===== config.mk =====
export PLATFORM = sky130hd
export DESIGN_NAME = bus_gate_arbiter
export DESIGN_NICKNAME = d
export VERILOG_FILES = /design/src/rtl/bus_gate_arbiter.sv
export SDC_FILE = /design/constraint.sdc
export NUM_CORES = 1
export LEC_CHECK = 0
export CAP_MARGIN = 5
export CORE_MARGIN = 4
export CORE_UTILIZATION = 59
export DETAILED_ROUTE_END_ITERATION = 10
export PLACE_DENSITY = 0.81
export RECOVER_POWER = 50
export SYNTH_ARGS = -nofsm -noshare
export SYNTH_HDL_FRONTEND = slang
export SYNTH_SLANG_ARGS = --single-unit

===== constraint.sdc =====
create_clock -name clock -period 4.1 [get_ports clock]
set_clock_uncertainty 0.05 [all_clocks]
set_input_delay 0.41 -clock clock [delete_from_list [all_inputs] [get_ports clock]]
set_output_delay 0.41 -clock clock [all_outputs]
set_load 0.02 [all_outputs]

===== src/rtl/bus_gate_arbiter.sv =====
// bus_gate_arbiter
//   Hands the shared 16-bit processor bus to one tri-state gate driver at a
//   time (0=ALU, 1=MARMUX, 2=PC, 3=MDR, 4=SHF). Arbitration is round-robin,
//   turnaround idle cycles separate owners, and an owner that has held the
//   bus for MAX_HOLD cycles is forced off when anyone else is waiting.
//
//   Optional feature macro: BUS_ARB_FIXED_PRIO_EN
//     defined   -> fixed priority (lowest index wins); a forced-off owner is
//                  excluded from the one arbitration that follows its release.
//     undefined -> round-robin starting after the last winner.
//
// Ports
//   clock          in   system clock, rising edge
//   reset_n        in   asynchronous active-low reset
//   req            in   [NUM_REQ]  level-sensitive bus requests
//   gate           out  [NUM_REQ]  registered one-hot (or zero) gate enables
//   owner_id       out  [ID_W]     current owner, meaningful while bus_busy=1
//   bus_busy       out             1 while a gate is enabled
//   forced_release out             1-cycle pulse after a forced release
module bus_gate_arbiter #(
  parameter int NUM_REQ    = 5,
  parameter int ID_W       = 3,
  parameter int MAX_HOLD   = 4,
  parameter int TURNAROUND = 1
) (
  input  logic               clock,
  input  logic               reset_n,
  input  logic [NUM_REQ-1:0] req,
  output logic [NUM_REQ-1:0] gate,
  output logic [ID_W-1:0]    owner_id,
  output logic               bus_busy,
  output logic               forced_release
);

  typedef enum logic [1:0] {IDLE, GRANT, TURN} state_e;

  localparam logic [3:0] HOLD_MAX = 4'(MAX_HOLD);
  localparam logic [1:0] TURN_LEN = 2'(TURNAROUND);

  state_e             state_q, state_d;
  logic [NUM_REQ-1:0] gate_q, gate_d;
  logic [ID_W-1:0]    owner_q, owner_d;
  logic               forced_q, forced_d;
  logic [3:0]         hold_q, hold_d;
  logic [1:0]         turn_q, turn_d;
`ifdef BUS_ARB_FIXED_PRIO_EN
  logic [NUM_REQ-1:0] excl_q, excl_d;   // owner barred from the next arbitration
`else
  logic [ID_W-1:0]    rr_q, rr_d;       // last winner; search starts after it
`endif

  logic [NUM_REQ-1:0] owner_oh;
  logic               forced_now;
  logic [NUM_REQ-1:0] arb_req;
  logic               win_vld;
  logic [ID_W-1:0]    win_id;

  assign owner_oh = NUM_REQ'(1) << owner_q;

  // Owner still wants the bus but has used its quota and someone else waits.
  assign forced_now = (state_q == GRANT) && req[owner_q] &&
                      (hold_q == HOLD_MAX) && ((req & ~owner_oh) != '0);

  // Arbitration over the (possibly masked) request vector.
`ifdef BUS_ARB_FIXED_PRIO_EN
  always_comb begin
    arb_req = req;
    if (state_q == GRANT && forced_now) arb_req = req & ~owner_oh;
    else if (state_q == TURN)           arb_req = req & ~excl_q;
    win_vld = 1'b0;
    win_id  = '0;
    // Descending scan: the last hit, i.e. the lowest index, wins.
    for (int i = NUM_REQ - 1; i >= 0; i--) begin
      if (arb_req[i]) begin
        win_vld = 1'b1;
        win_id  = ID_W'(i);
      end
    end
  end
`else
  int              idx;
  logic [ID_W-1:0] sel;
  always_comb begin
    arb_req = req;
    win_vld = 1'b0;
    win_id  = '0;
    idx     = 0;
    sel     = '0;
    // Scan offsets far-to-near so the nearest requester after rr_q wins.
    for (int k = NUM_REQ; k >= 1; k--) begin
      idx = int'(rr_q) + k;
      if (idx >= NUM_REQ) idx = idx - NUM_REQ;
      sel = ID_W'(idx);
      if (arb_req[sel]) begin
        win_vld = 1'b1;
        win_id  = sel;
      end
    end
  end
`endif

  // Next-state / output logic
  always_comb begin
    state_d  = state_q;
    gate_d   = gate_q;
    owner_d  = owner_q;
    forced_d = 1'b0;
    hold_d   = hold_q;
    turn_d   = turn_q;
`ifdef BUS_ARB_FIXED_PRIO_EN
    excl_d   = excl_q;
`else
    rr_d     = rr_q;
`endif
    case (state_q)
      IDLE: begin
        gate_d = '0;
        if (win_vld) begin
          state_d = GRANT;
          gate_d  = NUM_REQ'(1) << win_id;
          owner_d = win_id;
          hold_d  = 4'd1;
`ifndef BUS_ARB_FIXED_PRIO_EN
          rr_d    = win_id;
`endif
        end
      end
      GRANT: begin
        if (req[owner_q] && !forced_now) begin
          if (hold_q != HOLD_MAX) hold_d = 4'(hold_q + 4'd1);
        end else begin
          forced_d = forced_now;
`ifdef BUS_ARB_FIXED_PRIO_EN
          excl_d   = forced_now ? owner_oh : '0;
`endif
          if (TURNAROUND > 0) begin
            state_d = TURN;
            gate_d  = '0;
            turn_d  = 2'd1;
          end else if (win_vld) begin
            // Zero turnaround: hand over on the same edge.
            state_d = GRANT;
            gate_d  = NUM_REQ'(1) << win_id;
            owner_d = win_id;
            hold_d  = 4'd1;
`ifndef BUS_ARB_FIXED_PRIO_EN
            rr_d    = win_id;
`endif
          end else begin
            state_d = IDLE;
            gate_d  = '0;
          end
        end
      end
      TURN: begin
        gate_d = '0;
        if (turn_q == TURN_LEN) begin
          if (win_vld) begin
            state_d = GRANT;
            gate_d  = NUM_REQ'(1) << win_id;
            owner_d = win_id;
            hold_d  = 4'd1;
`ifndef BUS_ARB_FIXED_PRIO_EN
            rr_d    = win_id;
`endif
          end else begin
            state_d = IDLE;
          end
        end else begin
          turn_d = 2'(turn_q + 2'd1);
        end
      end
      default: begin
        state_d = IDLE;
        gate_d  = '0;
      end
    endcase
  end

  always_ff @(posedge clock or negedge reset_n) begin
    if (!reset_n) begin
      state_q  <= IDLE;
      gate_q   <= '0;
      owner_q  <= '0;
      forced_q <= 1'b0;
      hold_q   <= '0;
      turn_q   <= '0;
`ifdef BUS_ARB_FIXED_PRIO_EN
      excl_q   <= '0;
`else
      rr_q     <= ID_W'(NUM_REQ - 1);
`endif
    end else begin
      state_q  <= state_d;
      gate_q   <= gate_d;
      owner_q  <= owner_d;
      forced_q <= forced_d;
      hold_q   <= hold_d;
      turn_q   <= turn_d;
`ifdef BUS_ARB_FIXED_PRIO_EN
      excl_q   <= excl_d;
`else
      rr_q     <= rr_d;
`endif
    end
  end

  assign gate           = gate_q;
  assign owner_id       = owner_q;
  assign bus_busy       = |gate_q;
  assign forced_release = forced_q;

endmodule

# ---- After elaboration in Yosys (flattened, before gate mapping)
# Index checks and enable logic that the tools add are counted.
dict set report totals {
  output_inout_bits 10
  reg_bits 20
  word_cells 112
  inputBits 7
}
dict set report op_classes {
  n_mux 52
  bitwise 2
  order_cmp 11
  add_sub_neg 12
  n_reduce_logical 15
  n_shift 2
  n_eq_ne 11
}
# op n
set op_table {}
lappend op_table {{$mux 3} 14}
lappend op_table {{$lt 3x4->1 const B} 6}
lappend op_table {{$ge 4x3->1 const B} 5}
lappend op_table {{$bmux 1 s3} 6}
lappend op_table {{$mux 4} 4}
lappend op_table {{$mux 5} 3}
lappend op_table {{$pmux 5 s3} 1}
lappend op_table {{$sub 3x3->3 const B} 5}
lappend op_table {{$mux 1} 14}
lappend op_table {{$pmux 3 s2} 2}
lappend op_table {{$pmux 4 s3} 1}
lappend op_table {{$mux 2} 5}
lappend op_table {{$shl 1x3->5 const A} 2}
lappend op_table {{$add 3x2->4 const B} 2}
lappend op_table {{$add 3x3->4 const B} 2}
lappend op_table {{$ne 2x2->1 const B} 4}
lappend op_table {{$pmux 2 s3} 1}
lappend op_table {{$reduce_and 3->1} 2}
lappend op_table {{$and 5x5->5} 1}
lappend op_table {{$not 5->5} 1}
lappend op_table {{$reduce_bool 5->1} 1}
lappend op_table {{$reduce_or 5->1} 1}
lappend op_table {{$add 3x1->4 const B} 1}
lappend op_table {{$add 4x1->4 const B} 1}
lappend op_table {{14 further kinds} 20}

# ---- Logic depth before layout (Yosys ltp)
dict set report logic_depth {
  word_depth 14
  depth_mapped 14
  depth_no_buf 12
}

# ---- Worst setup path before layout
# OpenSTA, ideal clock, no wires.
dict set report synth_timing {
  path_kind {register -> register}
  startpoint {reg rr_q[0]}
  endpoint {reg gate_q[0], in the netlist gate[0]}
  setup_ps 122
  path_stages_with_launch 14
  setup_slack_ps 919
  path_buffers 2
  required_time_ps 3928
  period_less_slack_ps 3181
  arrival_ps 3009
  path_cell_list {dfrtp_1 > buf_4 > inv_2 > buf_2 > ha_1 > inv_1 > fa_1 > a21oi_1 > nand3_1 > a21oi_1 > o21ai_0 > nor4_2 > a2111oi_4 > a32o_1}
}
dict set report synth_via {
  elab_chain_cells 14
  word_cells_on_any_way 44
  classes_between {add/sub: 10; order compare: 5; shift: 1; mux: 28}
}
# item line
set synth_lines {}
lappend synth_lines {{start, declared} 49} ;# logic [ID_W-1:0] rr_q, rr_d;
lappend synth_lines {{start signal, assigned} 191} ;# rr_q <= ID_W'(NUM_REQ - 1);
lappend synth_lines {{start signal, assigned} 203} ;# rr_q <= rr_d;
lappend synth_lines {{$add 3x3->4} 91} ;# idx = int'(rr_q) + k;
lappend synth_lines {{$ge 4x3->1 / $sub 3x3->3 (equally long branches)} 92} ;# if (idx >= NUM_REQ) idx = idx - NUM_REQ;
lappend synth_lines {{$mux 3} 92}
lappend synth_lines {{$bmux 1 s3} 94} ;# if (arb_req[sel]) begin
lappend synth_lines {{$mux 1 (implied by the code)} 94}
lappend synth_lines {{$mux 3 (5 in a row)} 94}
lappend synth_lines {{$shl 1x3->5} {120, 160}}
lappend synth_lines {{$mux 5 (*)} {118, 158}}
lappend synth_lines {{$mux 5} 157} ;# if (turn_q == TURN_LEN) begin
lappend synth_lines {{$pmux 5 s3 (*)} 115} ;# case (state_q)
lappend synth_lines {{end signal, assigned} 195} ;# gate_q <= gate_d;
lappend synth_lines {{end, declared} 41} ;# logic [NUM_REQ-1:0] gate_q, gate_d;
# Every way passes the cells marked *; elsewhere a longest branch is shown, timed or not. The select of a mux whose other input is x is not followed.
# A chain may end at the register's enable or synchronous reset.

# ---- Final worst setup path
dict set report layout_timing {
  startpoint {reg rr_q[2]}
  endpoint {reg gate_q[0], in the netlist gate[0]}
}
# The elaborated chain is that of the path after synthesis.

==> flow_summary.yaml <==
run_status:
  status: "completed"
yosys:
  synth_flop_cell: "dfrtp_1"
  netlist_area_sq_mm: 0.002009
  ys_types: 60
  yosysWarnings: 0
  synth_fp_nets: 257
  synth_area_leader_cell: "dfrtp_1"
  synth.avg_cell_area_sq_um: 8.515
  ys_top_cells_by_area: "dfrtp_1, ha_1, mux2i_1"
  syn_inst: 236
  synth-edff-count: 0
  synth_top_area_frac: 0.2117
  yosysMostFrequentCell: "nor2_1"
  yosys-top-cells-count: "nor2_1, nand2_1, dfrtp_1, ha_1, o21ai_0"
  async_flop_share: 1.000
  yosysSeqAreaShare: 0.2248
  ys_seq_elements: 18
worst_setup_path:
  crit_start: "rr_q[2]"
  cp.required_ns: 4.24
  start_kind: "flip-flop"
  cp_data_arrival_time_ns: 3.57
  crit_type: "reg2reg"
  cp_num_buf_inv: 1
  path_cells: "inv_1 > ha_1 > a21oi_1 > or3_1 > a21oi_1 > o21ai_0 > nor4_2 > a2111oi_4 > a32o_1"
  end_kind: "flip-flop"
  rr_startpoint: "rr_q[2]"
  crit_fanout: 19
  cpMaxStageDelayCell: "dfstp_2"
  slowest_delay_ns: 0.75
  critical_path.top_delay_family: "compound AO/OA/AOI/OAI gates"
  crit_top_cell: "a21oi_1"
min_path:
  hold_class: "reg2reg"
  min-delay-start: "gate[1]"
detailed_routing:
  vias: 1806
  drc: 0
  firstDrtPassIters: 4
  vias_per_cell: 6.228
  ant_nets: 0
  totalWireLength_um: 4901
  drtIter0Drc: 144
  wl_per_cell_um: 16.90
place:
  dp_hpwl_um: 3867
  dp.cells: 286
  portBuffers: 16
  globalplace.congestion: 0.9924
global_routing:
  gr-usage-all-layers: 0.2522
  gr-total-overflow: 0
  grt_pass1_wl_um: 8590
  grt_max_degree: 20
  grt_pass1_vias: 1791
  antenna_found_initial: 0
cts:
  post_cts_resized: 0
  post_cts_buffers: 0
  cts.sinks: 18
  clk_transition_reported_paths_ns: 0.10
  clk_latency_ns: 0.29
  cts_hold_buf: 0
  cts-root-buf: "clkbuf_4"
  h-tree-depth: 1
  cts_max_path_buffers: 2
  tritoncts: "done"
  cts_buffers: 3
floorplanning:
  die-area_sq_mm: 0.004404
  rows: 20
  io-pin-count: 17
  die_x_um: 66.36
  start_util: 0.6373
  die_y_um: 66.36
  core_area_sq_mm: 0.003153
cells_and_area:
  multi_input_area_sq_mm: 0.001425
  regArea_sq_um: 451.7
  finalNonFillerCells: 290
  post_route_cells_drive_above_1_share: 0.1179
  area_delta_synth_final_pct: 9.838
  nNetsFinal: 268
  fill_cells: 273
  finish.utilization: 0.7000
  n_antenna_cell: 0
timing:
  max_freq_mhz: 291.3
  setup_viol: 0
  fin_crit_ns: 3.433
  rsz0062_at_grt: "no"
  hold_violations: 0
  worst_pin_slew_ns: 0.8199
  maxSlewHeadroom: 0.4516
  setup_tns_ns: 0
  fin_crit_sh: 0.8374
  slew_violations: 0
run:
  maxCapViolations: 0
[cell usage in the layout, fill, tap and decap left out, types with 3 or more instances in the layout]
master and count:
nand2b_1 8, nor3_1 8, mux2i_1 12, buf_4 4
ha_1 13, xnor2_1 5, o31ai_1 5, a21oi_1 10
clkdlybuf4s50_1 10, dlygate4sd3_1 6, inv_1 12, a211oi_1 3
nor2b_1 9, a22oi_1 3, nor2_1 23, clkbuf_4 3
nand3b_1 4, o21ai_0 13, xor2_1 3, nand2_1 21
dfrtp_1 17, mux2_2 4, o221ai_1 3
[cell families (layout without fill, tap and decap cells)]
group                    Yosys count  count (layout)  share of synthesized area
AO/OA/AOI/OAI                     60              60                     0.2379
buffers and inverters             27              37                    0.06600
adder cells (fa/ha/maj)           14              14                    0.09091
AND/OR/NAND/NOR                   91              91                     0.2447
multiplexers                      18              18                     0.1009
flip-flops                        18              18                     0.2248
XOR/XNOR                           8               8                    0.03487
[final timing paths]
kind | to | slack, ns | depth (start not counted)
max | gate[0] | 0.67 | 9
min | gate[1] | 0.47 | 2
max reg2reg | gate[0] | 0.67 | 9
min reg2reg | gate[1] | 0.47 | 2
max in group asynchronous | gate[0] | 2.90 | 1
min in group asynchronous | gate[1] | 0.60 | 1
[sequential cells by signal (all words and copies together) (netlist names)]
signal,cells
gate,5
hold_q,4
rr_q,3
state_q,2
turn_q,2
forced_release,1
owner_id,1
[area by class of cell]
type / count / share of cell area
repair buffers: 20 / 0.08617
multi-input cells: 191 / 0.6457
flip-flops and latches: 18 / 0.2046
well taps: 44 / 0.02494
inverters: 13 / 0.02211
clock buffers: 4 / 0.01644
[layer usage]
| layer | share of wire | global-route usage | wire [um] | vias up |
|---|---|---|---|---|
| met3 | 0.077 | 0.04252 | 379 | 9 |
| li1 | - | - | - | 879 |
| met5 | 0 | 0 | 0 | - |
| met4 | 0.012 | 0.06599 | 59 | 0 |
| met2 | 0.47 | 0.3978 | 2282 | 75 |
| met1 | 0.44 | 0.3552 | 2178 | 843 |
[metrics by stage]
step | hold slack, ns | area (sq um) | setup slack, ns
detailed placement | 0.4614 | 2171 | 0.7383
global route | 0.5201 | 2207 | 0.3841
finish | 0.4679 | 2207 | 0.6667
floorplan | 0.06441 | 2009 | 0.9193
global placement | 0.4449 | 2171 | 0.8189
CTS | 0.4784 | 2207 | 0.7192
[worst register-to-register path, cell delays in order, from the launching register on]
cell and delay, ns:
dfstp_2 0.75, inv_1 0.18, ha_1 0.39, a21oi_1 0.15, or3_1 0.34, a21oi_1 0.42
o21ai_0 0.22, nor4_2 0.40, a2111oi_4 0.13, a32o_1 0.29
Power is not shown: default switching activity piles up to over one toggle a cycle in this logic, so the estimate is an artifact.
